--- config.mk ---
export PLATFORM = sky130hd
export DESIGN_NAME = hazard_ctrl
export DESIGN_NICKNAME = d
export VERILOG_FILES = /design/src/rtl/hazard_ctrl.sv
export SDC_FILE = /design/constraint.sdc
export NUM_CORES = 1
export LEC_CHECK = 0
export BUFFER_PORTS_ARGS = -buffer_cell sky130_fd_sc_hd__clkbuf_2
export CAP_MARGIN = 20
export CELL_PAD_IN_SITES_DETAIL_PLACEMENT = 1
export CELL_PAD_IN_SITES_GLOBAL_PLACEMENT = 2
export CORE_MARGIN = 8
export CORE_UTILIZATION = 26
export DETAILED_ROUTE_END_ITERATION = 7
export GPL_TIMING_DRIVEN = 0
export PLACE_DENSITY = 0.77
export SKIP_LAST_GASP = 1
export SYNTH_ARGS = -nofsm -noshare
export SYNTH_HDL_FRONTEND = slang
export SYNTH_SLANG_ARGS = --single-unit
--- constraint.sdc ---
create_clock -name clk_i -period 1.85 [get_ports clk_i]
set_input_delay 0.0925 -clock clk_i [delete_from_list [all_inputs] [get_ports clk_i]]
set_output_delay 0.0925 -clock clk_i [all_outputs]
set_load 0.05 [all_outputs]
--- src/rtl/hazard_ctrl.sv ---
// Pipeline hazard sequencer: load-use bubbles, branch flushes and multi-cycle EX holds,
// plus saturating stall and flush counters.
module hazard_ctrl #(
    parameter int unsigned MC_LAT = 4,
    parameter int unsigned CNT_W  = 16
) (
    input  logic             clk_i,
    input  logic             rst_i,
    input  logic [4:0]       ifid_regs,
    input  logic [4:0]       ifid_regt,
    input  logic             idex_memread,
    input  logic [4:0]       idex_regt,
    input  logic             mc_start,
    input  logic             branch_taken,
    output logic             pc_write,
    output logic             ifid_write,
    output logic             idex_write,
    output logic             ifid_flush,
    output logic             idex_flush,
    output logic             exmem_flush,
    output logic             mc_busy,
    output logic             mc_abort,
    output logic [CNT_W-1:0] stall_cnt,
    output logic [CNT_W-1:0] flush_cnt
);

    localparam int unsigned MC_W     = $clog2(MC_LAT) + 1;
    localparam bit          MC_MULTI = (MC_LAT > 1);
    localparam logic [MC_W-1:0] MC_INIT = MC_MULTI ? MC_W'(MC_LAT - 2) : '0;

    typedef enum logic [0:0] {StRun, StMcBusy} state_e;

    state_e          state_q, state_d;
    logic [MC_W-1:0] mc_cnt_q, mc_cnt_d;
    logic            load_use;

    // rt of 0 is the zero register, so a load to it never creates a dependency.
    assign load_use = idex_memread && (idex_regt != 5'd0) &&
                      ((idex_regt == ifid_regs) || (idex_regt == ifid_regt));

    always_comb begin
        state_d     = state_q;
        mc_cnt_d    = mc_cnt_q;
        pc_write    = 1'b1;
        ifid_write  = 1'b1;
        idex_write  = 1'b1;
        ifid_flush  = 1'b0;
        idex_flush  = 1'b0;
        exmem_flush = 1'b0;
        mc_busy     = 1'b0;
        mc_abort    = 1'b0;
        if (!rst_i) begin
            state_d  = StRun;
            mc_cnt_d = '0;
        end else if (branch_taken) begin
            ifid_flush  = 1'b1;
            idex_flush  = 1'b1;
            exmem_flush = 1'b1;
            mc_abort    = (state_q == StMcBusy);
            state_d     = StRun;
            mc_cnt_d    = '0;
        end else if (state_q == StMcBusy) begin
            // ID is frozen while EX is occupied, so load-use is not evaluated here.
            pc_write    = 1'b0;
            ifid_write  = 1'b0;
            idex_write  = 1'b0;
            exmem_flush = 1'b1;
            mc_busy     = 1'b1;
            if (mc_cnt_q == '0) begin
                state_d = StRun;
            end else begin
                mc_cnt_d = mc_cnt_q - MC_W'(1);
            end
        end else if (load_use) begin
            pc_write   = 1'b0;
            ifid_write = 1'b0;
            idex_flush = 1'b1;
        end else if (mc_start && MC_MULTI) begin
            state_d  = StMcBusy;
            mc_cnt_d = MC_INIT;
        end
    end

    always_ff @(posedge clk_i) begin
        if (!rst_i) begin
            state_q   <= StRun;
            mc_cnt_q  <= '0;
            stall_cnt <= '0;
            flush_cnt <= '0;
        end else begin
            state_q  <= state_d;
            mc_cnt_q <= mc_cnt_d;
            if (!pc_write && (stall_cnt != '1)) begin
                stall_cnt <= stall_cnt + CNT_W'(1);
            end
            if (branch_taken && (flush_cnt != '1)) begin
                flush_cnt <= flush_cnt + CNT_W'(1);
            end
        end
    end

endmodule
==> impl_metrics.csv <==
group,metric,value,unit
global_route,grt_overflow,0,
clock_tree,path_clk_slew,70,ps
floorplanning,chipWidth,102,um
timing,min_period,1760,ps
hold_path,hold_path_depth,3,
hold_path,min_path_type,"primary input to flop",
timing,whs,84.5,ps
route,vias,1909,
timing,fin_crit_sh,0.954,
hold_path,min_from,"mc_start",
setup_path,r2r_slack,90,ps
timing,slew_headroom,0.574,
outcome,outcome,"complete, no violations",
yosys,synth.top_cells.by_area,"dfxtp_1, xnor2_1, nand2_1",
yosys,yosysMostFrequentCell,"dfxtp_1",
clock_tree,insertion_delay,290,ps
route,drtIter0Drc,49,
setup_path,cp.arrival,1980,ps
setup_path,start_kind,"flop",
place,port_buffers,59,
power,ir_drop,0.297,mV
setup_path,ff2ff_path_depth,6,
clock_tree,cts-buffers-inserted,5,
route,via_per_inst,4.69,
yosys,async_flop_share,0,
floorplanning,dieArea,0.0105,mm^2
yosys,ys.flop_type,"dfxtp_1",
setup_path,critPathKind,"flop to flop",
yosys,synth_area,0.00194,mm^2
route,wl_per_cell,14.5,um
power,pwr_density_cell,594,mW/mm^2
route,ant_nets,0,
global_route,grt_util_met3,0.0279,
final_layout,diodes,0,
timing,setup_slack,85.8,ps
hold_path,min_to,"state_q",
timing,finalMaxSlewViolations,0,
floorplanning,row_count,31,
setup_path,cp-end-kind,"flop",
setup_path,r2r-end,"stall_cnt[15]",
floorplanning,die_h,102,um
yosys,syn_avg_cell_area,8.24,um^2
global_route,grt_max_degree,12,
place,gp_congestion,0.711,
clock_tree,cts_buffer_depth,2,
yosys,synth_seq_area_share,0.371,
yosys,ys_types,40,
route,wirelength,5900,um
clock_tree,cts_sinks,36,
yosys,synth_nets,260,
place,place_ws,-277,ps
floorplanning,initial_core_util,0.268,
final_layout,nets,331,
timing,worstMarginPinSlew,637,ps
power,leakage,1.07,nW
yosys,netlist.area_leader.share,0.371,
clock_tree,cts_root_buf,"clkbuf_8",
flow_run,max-cap-violations,0,
yosys,synth_common_cells,"dfxtp_1, nand2_1, nor2_1",
floorplanning,core_area,0.00725,mm^2
global_route,use_met1,0.145,
clock_tree,cts_htree_levels,2,
yosys,ys_seq_elements,36,
setup_path,path_max_fanout,5,
setup_path,required,2070,ps
global_route,busiest_layer,"met2",
final_layout,syn2layout_area_growth,33.1,%
global_route,grt_pass1_vias,1860,
place,dp_hpwl,4570,um
setup_path,r2r_start,"stall_cnt[14]",
yosys,synth_warnings,0,
floorplanning,ioPinCount,60,
yosys,yosysTopAreaCell,"dfxtp_1",
timing,finalSetupViolCount,0,
timing,hold_violations,0,
route,detail_route.first_pass.iterations,4,
timing,clock.fmax,567,MHz
global_route,grt_usage,0.113,
global_route,antenna_found_initial,0,
final_layout,drive_gt1_frac,0.367,
timing,skew,6.17,ps
global_route,grtUsageMet2,0.183,
yosys,syn_inst,236,
yosys,synth_enable_flop_cells,0,
clock_tree,tritoncts,"done",
global_route,grt_pass1_wl,9440,um
route,drc,0,
state kept, by name (all words and copies together) (netlist names):
name and count:
stall_cnt 16, mc_cnt_q 3, state_q 1, flush_cnt 16
worst max path at each step:
stage | startpoint | end | slack [ps] | cells past startpoint
CTS | idex_regt[1] | pc_write | 0.9 | 8
floorplan | flush_cnt[0] | flush_cnt[3] | 5 | 8
finish | stall_cnt[14] | stall_cnt[15] | 90 | 6
global placement | idex_regt[1] | pc_write | -270 | 8
global route | flush_cnt[6] | flush_cnt[10] | -40 | 6
detailed placement | idex_regt[1] | pc_write | -280 | 8
layer usage:
metal / vias up / share of wire
met3: 6 / 0.045
met2: 31 / 0.49
met1: 902 / 0.46
li1: 970 / -
met5: - / 0
met4: 0 / 0.0095
worst max-delay path, stage by stage (launching register included):
cell and delay, ps:
dfxtp_1 340, and4_2 260, nand2_2 90, o2111a_2 270, nand4_1 130, or4_4 440, a21oi_2 150
final cells by class:
type                            count  area [um^2]
Multi-Input combinational cell    183         1190
Fill cell                         905         4660
Clock inverter                      1         5.00
Clock buffer                        7         76.3
Tap cell                           99          124
Inverter                            8         30.0
Sequential cell                    36          767
Buffer                              7         41.3
Timing Repair Buffer               66          357
kinds of logic (layout without fill, tap and decap cells):
kind of cell / after synthesis / after routing / synth area share
DFF: 36 / 36 / 0.371
buffers and inverters: 17 / 89 / 0.0425
xor gates and xnor gates: 25 / 25 / 0.113
adders and majority gates: 4 / 4 / 0.0257
and+or+nand+nor: 113 / 113 / 0.297
muxes: 7 / 7 / 0.0360
AOI/OAI and AO/OA: 34 / 34 / 0.115
stage by stage:
stage	cells	TNS [ps]	area [um^2]	total power [W]	utilization
5_1_grt	407	-131	2590	0.00162	0.357
6_report	407	0	2590	0.00154	0.357
4_1_cts	402	0	2510	0.00157	0.346
2_1_floorplan	236	0	1990	0.000931	-
3_3_place_gp	394	-1110	2410	0.000997	0.333
3_5_place_dp	394	-1200	2410	0.00100	0.333
power breakdown:
part | internal (W) | switching (W)
clock network | 0.000265 | 0.000288
registers | 0.000773 | 0.0000122
logic | 0.0000735 | 0.000127
repair_timing:
| action | CTS | global route |
|---|---|---|
| hold buffers | 0 | 0 |
| buffers inserted | 1 | 6 |
| pin swaps | 2 | 7 |
| hold endpoints to repair | 0 | 0 |
| endpoints found under the setup margin | 12 | 26 |
| resized for setup | 4 | 15 |
cell usage in the layout (no fill, tap or decap), types with 3 or more instances in the layout:
cell       n
nand2_1   29
dfxtp_4    8
inv_1      8
dfxtp_1   15
mux2i_1    7
ha_1       3
a21oi_1   12
dfxtp_2   13
xor2_1    10
clkbuf_1   5
clkbuf_8   5
nor2_1    28
and3_1     5
or3_1      5
nand4_1   12
or4_1      4
o21ai_0    5
clkbuf_2  57
nand2b_1   5
buf_4      9
o31ai_1    4
nand3_1    8
xnor2_1   15
(Power assumes the default switching activity.)
